### src/rtl/rf_hazard_ctrl.sv
// Register-file hazard scheduler for the 5-stage MIPS pipeline: tracks in-flight
// writes in E/M/W, raises D-stage stalls and drives D/E operand forwarding selects.
module rf_hazard_ctrl #(
  parameter logic [1:0]  TUSE_NONE = 2'd3,
  parameter int unsigned CNT_W     = 32
) (
  input  logic             clk,
  input  logic             reset,
  input  logic [4:0]       d_rs,
  input  logic [4:0]       d_rt,
  input  logic [1:0]       d_tuse_rs,
  input  logic [1:0]       d_tuse_rt,
  input  logic [4:0]       d_dst,
  input  logic             d_we,
  input  logic [1:0]       d_tnew,
  output logic             stall,
  output logic [1:0]       fwd_d_rs,
  output logic [1:0]       fwd_d_rt,
  output logic [1:0]       fwd_e_rs,
  output logic [1:0]       fwd_e_rt,
  output logic [CNT_W-1:0] stall_cnt
);

  logic [4:0]       e_dst_q, e_rs_q, e_rt_q, m_dst_q, w_dst_q;
  logic             e_we_q, m_we_q, w_we_q;
  logic [1:0]       e_tnew_q, m_tnew_q;
  logic [CNT_W-1:0] cnt_q;

  logic [4:0]       e_dst_d, e_rs_d, e_rt_d, m_dst_d, w_dst_d;
  logic             e_we_d, m_we_d, w_we_d;
  logic [1:0]       e_tnew_d, m_tnew_d;
  logic [CNT_W-1:0] cnt_d;

  logic [4:0]       e_wdst_s, m_wdst_s, w_wdst_s;
  logic             stall_rs_s, stall_rt_s;

  // A stage that does not write is folded into destination 0, which never matches.
  assign e_wdst_s = e_we_q ? e_dst_q : 5'd0;
  assign m_wdst_s = m_we_q ? m_dst_q : 5'd0;
  assign w_wdst_s = w_we_q ? w_dst_q : 5'd0;

  function automatic logic need_stall(input logic [4:0] r, input logic [1:0] tuse,
                                      input logic [4:0] ed, input logic [1:0] et,
                                      input logic [4:0] md, input logic [1:0] mt);
    return (tuse != TUSE_NONE) && (r != 5'd0) &&
           (((ed == r) && (et > tuse)) || ((md == r) && (mt > tuse)));
  endfunction

  // A younger matching stage that is not ready hides older copies of the register.
  function automatic logic [1:0] fwd_d_sel(input logic [4:0] r,
                                           input logic [4:0] ed, input logic [1:0] et,
                                           input logic [4:0] md, input logic [1:0] mt,
                                           input logic [4:0] wd);
    logic [1:0] sel;
    if (r == 5'd0)       sel = 2'd0;
    else if (ed == r)    sel = (et == 2'd0) ? 2'd1 : 2'd0;
    else if (md == r)    sel = (mt == 2'd0) ? 2'd2 : 2'd0;
    else if (wd == r)    sel = 2'd3;
    else                 sel = 2'd0;
    return sel;
  endfunction

  function automatic logic [1:0] fwd_e_sel(input logic [4:0] r,
                                           input logic [4:0] md, input logic [1:0] mt,
                                           input logic [4:0] wd);
    logic [1:0] sel;
    if (r == 5'd0)       sel = 2'd0;
    else if (md == r)    sel = (mt == 2'd0) ? 2'd2 : 2'd0;
    else if (wd == r)    sel = 2'd3;
    else                 sel = 2'd0;
    return sel;
  endfunction

  always_comb begin
    stall_rs_s = need_stall(d_rs, d_tuse_rs, e_wdst_s, e_tnew_q, m_wdst_s, m_tnew_q);
    stall_rt_s = need_stall(d_rt, d_tuse_rt, e_wdst_s, e_tnew_q, m_wdst_s, m_tnew_q);
    stall      = stall_rs_s | stall_rt_s;
    fwd_d_rs   = fwd_d_sel(d_rs, e_wdst_s, e_tnew_q, m_wdst_s, m_tnew_q, w_wdst_s);
    fwd_d_rt   = fwd_d_sel(d_rt, e_wdst_s, e_tnew_q, m_wdst_s, m_tnew_q, w_wdst_s);
    fwd_e_rs   = fwd_e_sel(e_rs_q, m_wdst_s, m_tnew_q, w_wdst_s);
    fwd_e_rt   = fwd_e_sel(e_rt_q, m_wdst_s, m_tnew_q, w_wdst_s);
  end

  assign stall_cnt = cnt_q;

  always_comb begin
    w_dst_d  = m_dst_q;
    w_we_d   = m_we_q;
    m_dst_d  = e_dst_q;
    m_we_d   = e_we_q;
    m_tnew_d = (e_tnew_q == 2'd0) ? 2'd0 : (e_tnew_q - 2'd1);
    if (stall) begin
      e_dst_d  = 5'd0;
      e_we_d   = 1'b0;
      e_tnew_d = 2'd0;
      e_rs_d   = 5'd0;
      e_rt_d   = 5'd0;
    end else begin
      e_dst_d  = d_dst;
      e_we_d   = d_we;
      e_tnew_d = d_tnew;
      e_rs_d   = d_rs;
      e_rt_d   = d_rt;
    end
    if (stall && (cnt_q != {CNT_W{1'b1}})) begin
      cnt_d = cnt_q + {{(CNT_W-1){1'b0}}, 1'b1};
    end else begin
      cnt_d = cnt_q;
    end
  end

  always_ff @(posedge clk) begin
    if (reset) begin
      e_dst_q  <= 5'd0;
      e_we_q   <= 1'b0;
      e_tnew_q <= 2'd0;
      e_rs_q   <= 5'd0;
      e_rt_q   <= 5'd0;
      m_dst_q  <= 5'd0;
      m_we_q   <= 1'b0;
      m_tnew_q <= 2'd0;
      w_dst_q  <= 5'd0;
      w_we_q   <= 1'b0;
      cnt_q    <= {CNT_W{1'b0}};
    end else begin
      e_dst_q  <= e_dst_d;
      e_we_q   <= e_we_d;
      e_tnew_q <= e_tnew_d;
      e_rs_q   <= e_rs_d;
      e_rt_q   <= e_rt_d;
      m_dst_q  <= m_dst_d;
      m_we_q   <= m_we_d;
      m_tnew_q <= m_tnew_d;
      w_dst_q  <= w_dst_d;
      w_we_q   <= w_we_d;
      cnt_q    <= cnt_d;
    end
  end

endmodule

### config.mk
export PLATFORM = sky130hd
export DESIGN_NAME = rf_hazard_ctrl
export DESIGN_NICKNAME = d
export VERILOG_FILES = /design/src/rtl/rf_hazard_ctrl.sv
export SDC_FILE = /design/constraint.sdc
export NUM_CORES = 1
export LEC_CHECK = 0
export ABC_AREA = 0
export CORE_MARGIN = 1
export CORE_UTILIZATION = 45
export DETAILED_ROUTE_END_ITERATION = 8
export PLACE_DENSITY = 0.71
export SYNTH_ARGS = -nofsm -noshare
export SYNTH_HDL_FRONTEND = slang
export SYNTH_SLANG_ARGS = --single-unit
export TNS_END_PERCENT = 100
### constraint.sdc
create_clock -name clk -period 2.67 [get_ports clk]
set_clock_uncertainty 0.05 [all_clocks]
set_input_delay 0.534 -clock clk [delete_from_list [all_inputs] [get_ports clk]]
set_output_delay 0.534 -clock clk [all_outputs]
set_load 0.01 [all_outputs]
# Word level (Yosys, flattened, before mapping)
# Index checks and enable logic that the tools add are counted.
[totals] regBits=64 in_bits=24 output_inout_bits=41 word_cells=71
[classes] addsub=2 n_lt_le_gt_ge=4 eq_ne=13 n_mux=19 bitwise=1 reduce_logical=21
[op_table] op="5-bit equality test" count=10
[op_table] op="32-bit by 1-bit adder with 32-bit output (second input constant)" count=1
[op_table] op="32-bit != test (second input constant)" count=1
[op_table] op="2-bit two-way mux" count=15
[op_table] op="5-bit zero test" count=4
[op_table] op="5-bit two-way mux" count=3
[op_table] op="5-bit nonzero test" count=2
[op_table] op="1-bit logical AND" count=9
[op_table] op="2-bit > comparator" count=4
[op_table] op="2-bit zero test" count=2
[op_table] op="2-bit != test (second input constant)" count=2
[op_table] op="2-bit OR reduction" count=2
[op_table] op="1-bit logical OR" count=2
[op_table] op="2-bit by 1-bit subtractor with 2-bit output (second input constant)" count=1
[op_table] op="1-bit two-way mux" count=1
[op_table] op="1-bit OR" count=1

# Logic depth before layout (Yosys ltp)
[logic_depth] word_depth=7 ltp_mapped=11 depth_no_buf=9

# Worst setup path after synthesis
# OpenSTA, ideal clock, no wires.
[synth_path] kind="register to output" from="reg w_dst_q[2]" to="out fwd_e_rs[1]" arrival_ns=2.059 required_ns=2.086 path_slack_ns=0.027 path_stages_with_launch=9 path_buffers=1 path_cell_list="dfxtp_1 > clkbuf_1 > xnor2_1 > nand3_1 > o21ai_0 > a22oi_1 > or4b_2 > a21oi_1 > a31o_2"
[synth_via] elab_chain_cells=5
[synth_rtl] element="start, declared" line_no="24" source="logic [4:0] e_dst_q, e_rs_q, e_rt_q, m_dst_q, w_dst_q;"
[synth_rtl] element="start signal, assigned" line_no="134" source="w_dst_q <= w_dst_d;"
[synth_rtl] element="5-bit two-way mux" line_no="40" source="assign w_wdst_s = w_we_q ? w_dst_q : 5'd0;"
[synth_rtl] element="5-bit equality test" line_no="69" source="else if (wd == r) sel = 2'd3;"
[synth_rtl] element="2-bit two-way mux" line_no="69"
[synth_rtl] element="2-bit two-way mux" line_no="68" source="else if (md == r) sel = (mt == 2'd0) ? 2'd2 : 2'd0;"
[synth_rtl] element="2-bit two-way mux" line_no="67" source="if (r == 5'd0) sel = 2'd0;"
[synth_rtl] element="end, declared" line_no="19" source="output logic [1:0] fwd_e_rs,"
# Every way passes these cells.

# Worst setup path in the final report
[layout_path] from="reg m_dst_q[1]" to="reg cnt_q[8], in the netlist stall_cnt[8]"
[layout_via] elab_chain_cells=7 elab_cells_between_ends=11 cone_classes="eq/ne: 2; mux: 1; bitwise: 1; reduce/logical: 7"
[layout_rtl] element="start, declared" line_no="24"
[layout_rtl] element="start signal, assigned" line_no="131" source="m_dst_q <= m_dst_d;"
[layout_rtl] element="5-bit two-way mux (*)" line_no="39" source="assign m_wdst_s = m_we_q ? m_dst_q : 5'd0;"
[layout_rtl] element="5-bit equality test" line_no="46" source="(((ed == r) && (et > tuse)) || ((md == r) && (mt > tuse)));"
[layout_rtl] element="1-bit logical AND" line_no="46"
[layout_rtl] element="1-bit logical OR" line_no="46"
[layout_rtl] element="1-bit logical AND" line_no="45" source="return (tuse != TUSE_NONE) && (r != 5'd0) &&"
[layout_rtl] element="1-bit OR (*)" line_no="77" source="stall = stall_rs_s | stall_rt_s;"
[layout_rtl] element="1-bit logical AND (*)" line_no="105" source="if (stall && (cnt_q != {CNT_W{1'b1}})) begin"
[layout_rtl] element="end signal, assigned" line_no="124" source="cnt_q <= {CNT_W{1'b0}};"
[layout_rtl] element="end signal, assigned" line_no="136" source="cnt_q <= cnt_d;"
[layout_rtl] element="end, declared" line_no="27" source="logic [CNT_W-1:0] cnt_q;"
# Every way passes the cells marked *; elsewhere a longest branch is shown, timed or not.
# A chain may end at the register's enable or synchronous reset.

==> qor.yml <==
yosys:
  yosys-top-cells-count: "dfxtp_1 (64), nor2_1 (39), o21ai_0 (37), nand2_1 (34), a21oi_1 (31)"
  yosysMostFrequentCell: "dfxtp_1"
  synth.yosys.warnings: 0
  ys_types: 56
  synth_edf_count: 0
  yosysTopAreaCellShare: 0.302
  ys.flop_type: "dfxtp_1"
  async_flop_share: 0
  syn-cell-area_mm2: 0.00424
  synthCells: 514
  ys_seq_area_frac: 0.302
  synth.area.top_cells: "dfxtp_1 (30%), o21ai_0 (4.4%), xnor2_1 (4.3%)"
  syn_nets: 548
  yosysTopAreaCell: "dfxtp_1"
  syn_avg_cell_area_um2: 8.25
  ys_ff_latch: 64
sta:
  grt_setup_unrepaired: "yes"
  maxSlewHeadroom: 0.537
  period_share: 1.02
  setup_violations: 12
  clock.fmax_mhz: 367
  fin_crit_ps: 2730
  worstMarginPinSlew_ps: 692
  postLayoutSetupSlackWorst_ps: -58.2
  hold_violations: 0
  hold_slack_ps: 382
  drv_slew: 0
setup_path:
  crit_slowest_cell: "dfxtp_2"
  cp_max_fo: 6
  cp.depth: 11
  r2r_cells: 11
  crit_type: "flip-flop to flip-flop"
  cp-startpoint: "m_dst_q[1]"
  worstReg2RegStart: "m_dst_q[1]"
  path_buf_inv: 4
  critPathCaptureType: "flip-flop"
  arrival_ps: 2920
  crit_path_max_incr_delay_ps: 350
  reg2reg_to: "stall_cnt[8]"
  rrSetupSlack_ps: -60
  endpoint: "stall_cnt[8]"
  crit_top_cell: "buf_4"
  worstPathRequired_ps: 2860
  crit_family: "compound AO/OA/AOI/OAI gates"
  start_kind: "flip-flop"
  path_cells: "and4bb_1 -> a2bb2oi_2 -> a221oi_2 -> buf_4 -> a32oi_2 -> buf_4 -> or2_4 -> buf_12 -> buf_6 -> a211oi_4 -> mux2_4"
min_path:
  hold_path.class: "flip-flop to flip-flop"
  holdPathStages: 1
cells_and_area:
  syn2layout_area_growth_pct: 43.6
  drive_gt1_frac: 0.333
  final_cell_area_mm2: 0.00609
  nets: 674
  finish.utilization: 0.662
  layout.cells.non_filler: 756
  diodes: 0
  nFillCells: 714
power_and_ir_drop:
  intPower_mw: 1.83
  leakagePower_nw: 2.31
  switching_share: 0.253
  power_density_mw_per_mm2: 401
  seq_power_share: 0.414
  clkPwrFrac: 0.425
  ir_drop_mv: 0.309
  power_frac_comb: 0.160
  switchingPower_mw: 0.617
placed_design:
  dp_cells: 730
  gp_congestion: 0.910
  placed_area_mm2: 0.00544
  dp_hpwl_um: 8510
  numPortBuffers: 64
clock_tree:
  root_buffer: "clkbuf_8"
  cts_buffers: 9
  htreeDepth: 3
  clk_latency_ps: 350
  tritoncts: "done"
  clkTransAtPathRegs_ps: 80
  cts.sinks: 64
  cts_buffer_depth: 2
grt:
  grt_max_degree: 30
  grt.total_usage: 0.252
  grt_overflow: 0
  antenna_found_initial: 0
  grt_pass1_wl_um: 19800
  grt_pass1_vias: 4225
routing:
  wire_per_inst_um: 16.3
  drtPass1Iterations: 5
  postRouteAntennaNets: 0
  routed_wl_um: 12400
  num_vias: 4349
  drtIter0Drc: 216
  vias_per_cell: 5.75
  drc: 0
run:
  max_cap_viol_count: 0
die:
  die_y_um: 99.1
  rows: 35
  num_io_pins: 65
  initial_core_util: 0.461
  core-area_mm2: 0.00920
  die-area_mm2: 0.00982
  die_w_um: 99.1
status:
  outcome: "finished, violations left"
  failed_checks: "negative setup slack"
area by class of cell:
type | count | area [µm²] | share of cell area
multi-input cells | 399 | 3030 | 0.497
flip-flops and latches | 64 | 1320 | 0.217
repair buffers | 153 | 1310 | 0.215
clock buffers | 11 | 141 | 0.0232
well taps | 111 | 139 | 0.0228
clock inverters | 5 | 104 | 0.0170
inverters | 13 | 48.8 | 0.00801
state kept, by name, summed over array words and instances, names as in the netlist:
signal and flops:
e_dst_q 5, e_rs_q 5, e_rt_q 5, e_tnew_q 2, e_we_q 1, m_dst_q 5
m_tnew_q 2, m_we_q 1, stall_cnt 32, w_dst_q 5, w_we_q 1
logic make-up after synthesis:
family          after synthesis  synth area share
fa+ha+maj                    10            0.0295
xor+xnor                     30            0.0619
simple gates                224             0.297
mux                          17            0.0448
buf+inv                      51            0.0611
flops                        64             0.302
compound gates              118             0.204
metrics by stage:
stage | worst slack, ps | TNS (ps) | total power, mW
6_report | -58.2 | -349 | 2.44
5_1_grt | -176 | -2090 | 2.53
4_1_cts | -38.6 | -170 | 2.44
3_5_place_dp | -952 | -36090 | 1.39
3_3_place_gp | -901 | -34210 | 1.38
2_1_floorplan | 26.8 | 0 | 1.23
worst min path at each step:
stage | startpoint | to
global placement | e_tnew_q[0] | m_tnew_q[0]
finish | e_tnew_q[0] | m_tnew_q[0]
global route | e_tnew_q[0] | m_tnew_q[0]
detailed placement | e_tnew_q[0] | m_tnew_q[0]
CTS | e_tnew_q[0] | m_tnew_q[0]
floorplan | e_tnew_q[0] | m_tnew_q[0]
routing by layer:
layer,up-vias,track usage,part of all wire
li1,2097,-,-
met1,2098,0.307,0.44
met2,126,0.432,0.49
met3,28,0.0504,0.043
met4,0,0.103,0.029
met5,-,0,0
power by group through the flow:
| stage | Sequential, mW | Combinational [mW] | Clock [mW] |
|---|---|---|---|
| after global routing | 1.02 | 0.425 | 1.09 |
| after floorplan | 1.02 | 0.206 | 0 |
| after global placement | 1.03 | 0.343 | 0 |
| final | 1.01 | 0.392 | 1.04 |
| after detailed placement | 1.03 | 0.353 | 0 |
| after CTS | 1.01 | 0.376 | 1.05 |
timing repair:
action	4_1_cts	5_1_grt
gates resized for setup	142	34
cloned	1	0
endpoints found under the hold margin	0	0
buffers inserted	12	0
endpoints found under the setup margin	59	27
pin swaps	28	13
hold buffers	0	0
cell usage in the layout (no fill, tap or decap), types with 4 or more instances in the layout:
cell type,n
dfxtp_4,7
ha_1,9
buf_6,10
nand2_1,34
and4bb_2,4
a2111oi_4,4
buf_4,76
a32oi_2,4
and4_1,4
and2_1,19
and3_1,8
a2bb2oi_2,5
o21ai_1,10
o21ai_0,27
clkdlybuf4s50_1,40
a21oi_2,4
clkbuf_8,10
buf_2,15
nand3b_1,7
xnor2_1,14
dfxtp_1,47
a22oi_1,11
a211oi_2,8
inv_1,11
nand2b_1,5
dfxtp_2,10
nand4_1,13
nand3_1,26
or3_1,17
nor2_1,34
nor2b_1,27
xor2_1,9
nor2_2,5
mux2_1,6
nor3_1,4
a21oi_1,27
dlygate4sd2_1,6
mux2_4,7
xnor2_2,7
Note: power is estimated with default switching activity, not from simulation.
